--- config.mk ---
export PLATFORM = sky130hd
export DESIGN_NAME = vc_host_master
export DESIGN_NICKNAME = d
export VERILOG_FILES = /design/src/rtl/vc_host_pkg.sv /design/src/rtl/vc_rd_latency_pipe.sv /design/src/rtl/vc_host_master.sv
export SDC_FILE = /design/constraint.sdc
export NUM_CORES = 1
export LEC_CHECK = 0
export BUFFER_PORTS_ARGS = -buffer_cell sky130_fd_sc_hd__buf_2
export CORE_MARGIN = 2
export CORE_UTILIZATION = 30
export DETAILED_ROUTE_END_ITERATION = 7
export GPL_ROUTABILITY_DRIVEN = 0
export HOLD_SLACK_MARGIN = 0.12
export REMOVE_ABC_BUFFERS = 1
export SLEW_MARGIN = 10
export SYNTH_ARGS = -nofsm -noshare
export SYNTH_HDL_FRONTEND = slang
export SYNTH_SLANG_ARGS = --single-unit
export TNS_END_PERCENT = 20
--- constraint.sdc ---
create_clock -name clk -period 2.15 [get_ports clk]
set_clock_uncertainty 0.2 [all_clocks]
set_input_delay 0.1075 -clock clk [delete_from_list [all_inputs] [get_ports clk]]
set_output_delay 0.1075 -clock clk [all_outputs]
set_load 0.01 [all_outputs]
--- src/rtl/vc_host_pkg.sv ---
// Shared encodings for the videocard host master: command ops, control
// register map and the sequencing FSM states.
package vc_host_pkg;

    typedef enum logic [1:0] {
        OP_LOAD_RAM = 2'd0,
        OP_LOAD_ROM = 2'd1,
        OP_RUN      = 2'd2,
        OP_READBACK = 2'd3
    } op_t;

    localparam logic [2:0] CTL_CORE_EN = 3'd0;
    localparam logic [2:0] CTL_START   = 3'd1;
    localparam logic [2:0] CTL_CLR     = 3'd3;

    typedef enum logic [2:0] {
        S_IDLE,
        S_WRITE,
        S_CFG,
        S_START,
        S_WAIT_IRQ,
        S_CLEAR,
        S_READ,
        S_DRAIN
    } state_t;

endpackage

--- src/rtl/vc_rd_latency_pipe.sv ---
// Valid-bit shift register matching the slave's fixed read latency; the last
// stage marks the cycle in which readdata belongs to an issued read.
module vc_rd_latency_pipe #(
    parameter int DEPTH = 2
) (
    input  logic clk,
    input  logic srst,
    input  logic shift_in,
    output logic valid_out,
    output logic busy
);

    logic sr_reg [DEPTH];

    always_ff @(posedge clk) begin
        if (srst) sr_reg[0] <= 1'b0;
        else      sr_reg[0] <= shift_in;
    end

    generate
        for (genvar gi = 1; gi < DEPTH; gi++) begin : g_stage
            always_ff @(posedge clk) begin
                if (srst) sr_reg[gi] <= 1'b0;
                else      sr_reg[gi] <= sr_reg[gi-1];
            end
        end
    endgenerate

    always_comb begin
        busy = 1'b0;
        for (int i = 0; i < DEPTH; i++) busy = busy | sr_reg[i];
    end

    assign valid_out = sr_reg[DEPTH-1];

endmodule

--- src/rtl/vc_host_master.sv ---
// Host-side Avalon-MM master: bulk loads RAM/ROM, runs the cores with an
// interrupt handshake, and streams a RAM window back out.
module vc_host_master import vc_host_pkg::*; #(
    parameter int WIDTH      = 32,
    parameter int AW         = 17,
    parameter int WIDTH_CTRL = 8,
    parameter int RD_LATENCY = 2,
    parameter int TIMEOUT    = 1000000
) (
    input  logic                  clk,
    input  logic                  reset_sink_reset,
    input  logic                  cmd_valid,
    output logic                  cmd_ready,
    input  logic [1:0]            cmd_op,
    input  logic [AW-2:0]         cmd_base,
    input  logic [15:0]           cmd_len,
    input  logic [3:0]            cmd_core_en,
    input  logic [WIDTH-1:0]      wr_data,
    input  logic                  wr_valid,
    output logic                  wr_ready,
    output logic [WIDTH-1:0]      rd_data,
    output logic                  rd_valid,
    output logic [AW-1:0]         avm_address,
    output logic [WIDTH-1:0]      avm_writedata,
    input  logic [WIDTH-1:0]      avm_readdata,
    output logic                  avm_write,
    output logic                  avm_read,
    output logic [3:0]            avm_byteenable,
    output logic [2:0]            ctl_address,
    output logic [WIDTH_CTRL-1:0] ctl_writedata,
    input  logic [WIDTH_CTRL-1:0] ctl_readdata,
    output logic                  ctl_write,
    output logic                  ctl_read,
    input  logic                  irq,
    output logic                  busy,
    output logic                  done,
    output logic                  timeout_err
);

    localparam int CW = $clog2(TIMEOUT + 1);

    state_t                  state_reg, state_next;
    op_t                     op_reg, op_next;
    logic [AW-2:0]           addr_reg, addr_next;
    logic [15:0]             rem_reg, rem_next;
    logic [CW-1:0]           cnt_reg, cnt_next;
    logic                    avm_write_reg, avm_write_next;
    logic                    avm_read_reg, avm_read_next;
    logic [AW-1:0]           avm_address_reg, avm_address_next;
    logic [WIDTH-1:0]        avm_writedata_reg, avm_writedata_next;
    logic                    ctl_write_reg, ctl_write_next;
    logic [2:0]              ctl_address_reg, ctl_address_next;
    logic [WIDTH_CTRL-1:0]   ctl_writedata_reg, ctl_writedata_next;
    logic                    done_reg, done_next;
    logic                    timeout_err_reg, timeout_err_next;
    logic                    pipe_valid, pipe_busy;
    logic                    unused_ctl;

    always_ff @(posedge clk) begin
        if (reset_sink_reset) begin
            state_reg         <= S_IDLE;
            op_reg            <= OP_LOAD_RAM;
            addr_reg          <= '0;
            rem_reg           <= '0;
            cnt_reg           <= '0;
            avm_write_reg     <= 1'b0;
            avm_read_reg      <= 1'b0;
            avm_address_reg   <= '0;
            avm_writedata_reg <= '0;
            ctl_write_reg     <= 1'b0;
            ctl_address_reg   <= '0;
            ctl_writedata_reg <= '0;
            done_reg          <= 1'b0;
            timeout_err_reg   <= 1'b0;
        end else begin
            state_reg         <= state_next;
            op_reg            <= op_next;
            addr_reg          <= addr_next;
            rem_reg           <= rem_next;
            cnt_reg           <= cnt_next;
            avm_write_reg     <= avm_write_next;
            avm_read_reg      <= avm_read_next;
            avm_address_reg   <= avm_address_next;
            avm_writedata_reg <= avm_writedata_next;
            ctl_write_reg     <= ctl_write_next;
            ctl_address_reg   <= ctl_address_next;
            ctl_writedata_reg <= ctl_writedata_next;
            done_reg          <= done_next;
            timeout_err_reg   <= timeout_err_next;
        end
    end

    // Bus strobes are computed from the next state so every strobe is
    // visible during the state that owns it, never in IDLE.
    always_comb begin
        state_next         = state_reg;
        op_next            = op_reg;
        addr_next          = addr_reg;
        rem_next           = rem_reg;
        cnt_next           = cnt_reg;
        avm_write_next     = 1'b0;
        avm_read_next      = 1'b0;
        avm_address_next   = avm_address_reg;
        avm_writedata_next = avm_writedata_reg;
        ctl_write_next     = 1'b0;
        ctl_address_next   = ctl_address_reg;
        ctl_writedata_next = ctl_writedata_reg;
        done_next          = 1'b0;
        timeout_err_next   = timeout_err_reg;
        unique case (state_reg)
            S_IDLE: begin
                if (cmd_valid) begin
                    op_next          = op_t'(cmd_op);
                    addr_next        = cmd_base;
                    rem_next         = cmd_len;
                    timeout_err_next = 1'b0;
                    case (op_t'(cmd_op))
                        OP_RUN: begin
                            state_next         = S_CFG;
                            ctl_write_next     = 1'b1;
                            ctl_address_next   = CTL_CORE_EN;
                            ctl_writedata_next = WIDTH_CTRL'(cmd_core_en);
                        end
                        OP_READBACK: begin
                            if (cmd_len == 16'd0) done_next  = 1'b1;
                            else                  state_next = S_READ;
                        end
                        default: begin
                            if (cmd_len == 16'd0) done_next  = 1'b1;
                            else                  state_next = S_WRITE;
                        end
                    endcase
                end
            end
            S_WRITE: begin
                // rem_reg==0 is the cycle holding the final write strobe.
                if (rem_reg == 16'd0) begin
                    state_next = S_IDLE;
                    done_next  = 1'b1;
                end else if (wr_valid) begin
                    avm_write_next     = 1'b1;
                    avm_address_next   = {op_reg == OP_LOAD_ROM, addr_reg};
                    avm_writedata_next = wr_data;
                    addr_next          = addr_reg + (AW-1)'(1);
                    rem_next           = rem_reg - 16'd1;
                end
            end
            S_CFG: begin
                state_next         = S_START;
                ctl_write_next     = 1'b1;
                ctl_address_next   = CTL_START;
                ctl_writedata_next = WIDTH_CTRL'(1);
            end
            S_START: begin
                state_next = S_WAIT_IRQ;
                cnt_next   = '0;
            end
            S_WAIT_IRQ: begin
                if (irq || cnt_reg == CW'(TIMEOUT - 1)) begin
                    state_next         = S_CLEAR;
                    ctl_write_next     = 1'b1;
                    ctl_address_next   = CTL_CLR;
                    ctl_writedata_next = WIDTH_CTRL'(1);
                    timeout_err_next   = ~irq;
                end else begin
                    cnt_next = cnt_reg + CW'(1);
                end
            end
            S_CLEAR: begin
                state_next = S_IDLE;
                done_next  = 1'b1;
            end
            S_READ: begin
                avm_read_next    = 1'b1;
                avm_address_next = {1'b0, addr_reg};
                addr_next        = addr_reg + (AW-1)'(1);
                rem_next         = rem_reg - 16'd1;
                if (rem_reg == 16'd1) state_next = S_DRAIN;
            end
            S_DRAIN: begin
                if (!pipe_busy && !avm_read_reg) begin
                    state_next = S_IDLE;
                    done_next  = 1'b1;
                end
            end
            default: state_next = S_IDLE;
        endcase
    end

    vc_rd_latency_pipe #(
        .DEPTH(RD_LATENCY)
    ) u_rd_pipe (
        .clk      (clk),
        .srst     (reset_sink_reset),
        .shift_in (avm_read_reg),
        .valid_out(pipe_valid),
        .busy     (pipe_busy)
    );

    assign cmd_ready      = (state_reg == S_IDLE);
    assign busy           = (state_reg != S_IDLE);
    assign wr_ready       = (state_reg == S_WRITE) && (rem_reg != 16'd0);
    assign rd_valid       = pipe_valid;
    assign rd_data        = avm_readdata;
    assign avm_address    = avm_address_reg;
    assign avm_writedata  = avm_writedata_reg;
    assign avm_write      = avm_write_reg;
    assign avm_read       = avm_read_reg;
    assign avm_byteenable = 4'hF;
    assign ctl_address    = ctl_address_reg;
    assign ctl_writedata  = ctl_writedata_reg;
    assign ctl_write      = ctl_write_reg;
    assign ctl_read       = 1'b0;
    assign done           = done_reg;
    assign timeout_err    = timeout_err_reg;
    assign unused_ctl     = ^ctl_readdata;

endmodule

-- Yosys cells after proc, flatten, opt, wreduce, memory -nomap -nowiden
Memories as Yosys holds them, arrays and structs flattened.
Cells that the tools add are included.
- register bits after elaboration: 122
- RAM bits: 2
- input port bits: 115
- output and inout bits: 106
- memories kept: 1
- add/sub/neg operators: 3
- equality and inequality tests: 23
- muxes and demuxes: 50
- bitwise logic cells: 6
- reduce and logical (&&, ||, !) cells: 24
- memories (name ; words ; bits a word ; rd ports ; clocked after memory_dff ; wr ports ; line ; source):
    u_rd_pipe.sr_reg ; 2 ; 1 ; 2 ; 0 ; 2 ; vc_rd_latency_pipe.sv:13 ; logic sr_reg [DEPTH];
- operators by type and width (kind ; count):
    $mux W16 ; 6
    $pmux W16 S3 ; 2
    $pmux W20 S2 ; 1
    $mux W17 ; 2
    $pmux W17 S2 ; 1
    $logic_not A16 Y1 ; 2
    $mux W3 ; 10
    $mux W8 ; 3
    $pmux W3 S8 ; 1
    $pmux W8 S3 ; 1
    $add A20 B1 Y20 const B ; 1
    $eq A20 B20 Y1 const B ; 1
    $mux W20 ; 1
    $mux W1 ; 17
    $add A16 B1 Y16 const B ; 1
    $eq A16 B1 Y1 const B ; 1
    $ne A2 B2 Y1 const B ; 8
    $reduce_bool A16 Y1 ; 1
    $sub A16 B1 Y16 const B ; 1
    $eq A3 B3 Y1 const B ; 4
    $pmux W3 S3 ; 1
    $reduce_and A3 Y1 ; 3
    $reduce_bool A3 Y1 ; 3
    $reduce_and A4 Y1 ; 2
    other kinds (21) ; 32

-- Longest topological paths before layout
An unclocked memory read counts as a cell.
- word-level depth: 6
- gate-level depth with buffers: 10
- mapped depth without buffers: 8

-- By module
A second synthesis with hierarchy kept.
- cells, all modules: 784
- area total of the unflattened synthesis: 6284.8 sq um
- modules (own cells, without submodules) (module ; instances ; cells each ; area each (sq um)):
    vc_host_master ; 1 ; 779 ; 6226.0
    vc_rd_latency_pipe ; 1 ; 5 ; 58.8

-- Worst setup path before layout
No wires, ideal clock.
- kind: reg-to-reg
- start point: register state_reg[1]
- end point: register state_reg[0]
- data arrival time: 2064 ps
- slack: -172 ps
- stages on the path, launching flop included: 8
- buffers on the path: 1
- period minus slack after synthesis: 2322 ps
- cell sequence: dfxtp_1 buf_2 nor3_1 inv_1 a211oi_1 nor4_4 a211oi_1 a31o_2
- longest elaborated chain between the ends: 3
- elaborated cells between the ends (all ways): 17
- RTL lines (element ; line ; source):
    start, declared ; vc_host_master.sv:42 ; state_t state_reg, state_next;
    start signal, assigned ; vc_host_master.sv:76 ; state_reg <= state_next;
    $logic_not A3 Y1 (*) ; - ;
    net cmd_ready ; vc_host_master.sv:13 ; output logic cmd_ready,
    $ne A3 B2 Y1 (no line), or another cell as far along ; - ;
    $reduce_and A7 Y1 (no line) ; - ;
Mark *: on every way through the listed nets, which the timed path passes. The rest lies on a longest branch.
A chain may end at the register's enable or synchronous reset.

-- Worst setup path in the final report
- start point: register cnt_reg[7]
- end point: register state_reg[1]
- longest elaborated chain between the ends: 4
- RTL lines (element ; line ; source):
    start, declared ; vc_host_master.sv:46 ; logic [CW-1:0] cnt_reg, cnt_next;
    start signal, assigned ; vc_host_master.sv:80 ; cnt_reg <= cnt_next;
    $eq A20 B20 Y1 ; vc_host_master.sv:159 ; if (irq || cnt_reg == CW'(TIMEOUT - 1)) begin
    $logic_or A1 B1 Y1 ; vc_host_master.sv:159 ;
    $ne A2 B2 Y1 (no line) ; - ;
    $reduce_and A7 Y1 (no line) ; - ;
No other way between the ends.

==> results by group <==
Status
  – Status: finished, violations left
  – Violated checks: hold timing, setup timing

Setup path
  – FF-to-FF End: state_reg[1]
  – Slowest CP cell: or4b_1
  – CP Launch Type: flip-flop
  – Setup CP Type: reg2reg
  – Worst EP required: 2.27 ns
  – CP max stage delay: 0.52 ns
  – CP cell instances: or4b_1, or4_4, o21bai_4, buf_6, nand4_1, a221oi_2
  – Reg2Reg Depth: 6
  – Critical Path Fanout Max: 7
  – R2r setup slk: -0.13 ns
  – Buf+Inv Stages, Crit Path: 1
  – Reg-to-Reg Start: cnt_reg[7]
  – Worst setup EP type: flip-flop
  – WP data arrival: 2.40 ns
  – CP top delay family: simple AND/OR/NAND/NOR gates

Power and ir drop
  – Peak VDD IR: 0.678 mV
  – Power Total: 12.4 mW
  – Pleak: 3.93 nW
  – Pwr Density: 1290 mW/mm²

Route
  – Drt wl/cell: 15.3 µm
  – Remaining DRCs: 0
  – Drt first pass iters: 6
  – Antenna-violating nets left: 0
  – Vias per cell: 4.83
  – Vias: 6411
  – Final WL: 20.3 mm
  – DR iter-0 viols: 430

Placed design
  – Hpwl dp: 12.6 mm
  – I/O Buffers: 138
  – Post-Place Cells: 1165

Logic synthesis
  – Library cells used by synthesis: 63
  – Synth Area per Inst: 7.82 µm²
  – Ys Warns: 0
  – Post-synthesis async set-or-reset flop share: 0%
  – Post-Synthesis Cells: 745
  – Seq/Total Area, Yosys: 40.9%
  – Main synth FF type: dfxtp_1
  – Post-synth EDFFs: 0
  – Syn Std Cell Area: 0.00583 mm²
  – Seq cells post-synth: 119

Timing
  – F_max: 439 MHz
  – Minimum clock period after layout: 2.28 ns
  – Final Worst Setup Slack: -0.129 ns
  – Final worst path period share: 106%
  – Slew margin rel.: 28.3%
  – Final hold vios: 12
  – Max-slew violations: 0
  – Measured slew at the worst slew-check pin: 1.07 ns
  – Hold slack: -0.149 ns
  – Final setup violation count: 45
  – RSZ-0062 raised after global routing: yes

Clock tree
  – Worst skew pair latency: 0.42 ns
  – CTS tree: yes
  – H-tree depth: 4
  – Root Driver: clkbuf_16
  – Total clock sinks: 119
  – CTS buffer count: 17
  – Worst-path clk slew: 0.06 ns
  – Hold_buf cts: 111
  – CTS max path bufs: 2

Cells and area
  – Area growth, synth to finish: 64.7%
  – Final core occ: 50.8%
  – ANT cells: 0
  – Most common cell after layout, fill and taps aside: buf_2
  – Number of flip-flops in the largest register: 32
  – Layout Cells excl Fill: 1326
  – Most frequent cells in the layout: buf_2 (137), nand2_1 (134), dfxtp_1 (116), dlygate4sd3_1 (110), buf_4 (89)
  – Final #Nets: 1173
  – Layout cells sized above 1: 34.0%

Floorplan
  – Die ar.: 0.0206 mm²
  – Core box area: 0.0189 mm²
  – I/O Pins: 221
  – Cell Rows: 50
  – Starting density of the core: 30.8%
  – Die Y: 143 µm
  – Die width: 143 µm

Global routing
  – Largest net degree at the start of global routing: 55
  – Total track usage: 18.6%
  – Initial antenna violation count: 1
  – First-pass GRT wire length: 30.2 mm
  – Grt total ovfl: 0
  – Vias in the first global route: 6027

Job
  – MaxCap Viol Count: 0

Min path
  – Worst Hold Depth: 2
  – Hold Path Origin: reset_sink_reset
  – Hold Path Sink: cnt_reg[1]
  – Hold WC Path Type: in2reg
## cells in the mapped netlist (all sizes together) (3+ instances only)
cell,number,share of area (%)
a21boi,3,0.39
clkbuf,28,1.8
o41ai,3,0.45
nor3,20,1.7
a2111oi,4,0.82
a22o,6,0.90
ha,5,1.1
nor2,60,3.9
dfxtp,119,41
nor3b,4,0.52
o21ai,39,3.4
or4,3,0.45
a2bb2oi,7,1.1
o31ai,6,0.77
and2,3,0.32
buf,60,7.1
nor4,9,1.4
a22oi,16,2.1
a31oi,3,0.32
inv,18,1.2
a21o,5,0.64
and4,4,0.60
a221oi,3,0.45
or3,16,1.7
a21oi,89,7.7
a211oi,10,1.3
xnor2,9,1.4
nand4,9,0.97
a31o,3,0.45
nand2,137,8.9
nand3,16,1.4
## cell families (layout without fill, tap and decap cells)
logic type,after synthesis,in the layout,share of synthesized area [%]
AO/OA/AOI/OAI,206,206,22.2
adder cells (fa/ha/maj),5,5,1.07
XOR/XNOR,11,11,1.65
other,2,10,0.129
buffers and inverters,106,419,10.1
flip-flops,119,119,40.9
AND/OR/NAND/NOR,294,294,23.5
multiplexers,2,2,0.451
## timing repair
item	in CTS	in global routing
buffers inserted	1	11
resized for setup	16	77
endpoints found under the setup margin	91	100
cloned	0	7
hold endpoints to repair	129	13
pin swaps	12	34
## power by group
group | internal, mW | leakage, nW | switching [mW] | total (mW)
sequential | 2.66 | 0.968 | 0.350 | 3.01
combinational | 3.27 | 2.66 | 3.21 | 6.48
clock | 1.87 | 0.295 | 1.00 | 2.88
## how the worst max path moves through the flow
stage | startpoint | endpoint | slack, ns | cells after the start
6_report | cnt_reg[7] | state_reg[1] | -0.13 | 6
5_1_grt | cnt_reg[7] | state_reg[1] | -0.21 | 6
4_1_cts | cnt_reg[7] | cnt_reg[0] | -0.12 | 7
3_5_place_dp | cnt_reg[7] | ctl_writedata[1] | -0.24 | 6
3_3_place_gp | cnt_reg[7] | cnt_reg[4] | -0.18 | 6
2_1_floorplan | state_reg[0] | rem_reg[11] | -2.00 | 6
## metal layers
metal	GRT usage [%]	part of all wire, %
met3	4.20	5.6
met2	28.9	45
met1	25.1	48
met4	7.07	1.3
met5	0	0.074
## per-stage QoR
step           cell area [µm²]  hold slack, ns  worst slack [ns]  setup TNS (ns)
3_3_place_gp              7290          0.0154            -0.181           -4.07
2_1_floorplan             5340         -0.0263             -2.00          -88.73
4_1_cts                   9080          -0.170            -0.116           -1.96
6_report                  9600          -0.149            -0.129           -2.62
5_1_grt                   9600          -0.151            -0.208           -7.94
3_5_place_dp              7290          0.0154            -0.236           -6.38
## final cells by class
class / instances / area (µm²)
clock buffers: 23 / 468
well taps: 260 / 325
fillers: 1809 / 9300
flip-flops and latches: 119 / 2390
inverters: 18 / 67.6
multi-input cells: 528 / 3200
clock inverters: 9 / 124
repair buffers: 369 / 3020
No activity file was read; power rests on OpenSTA's default activity.
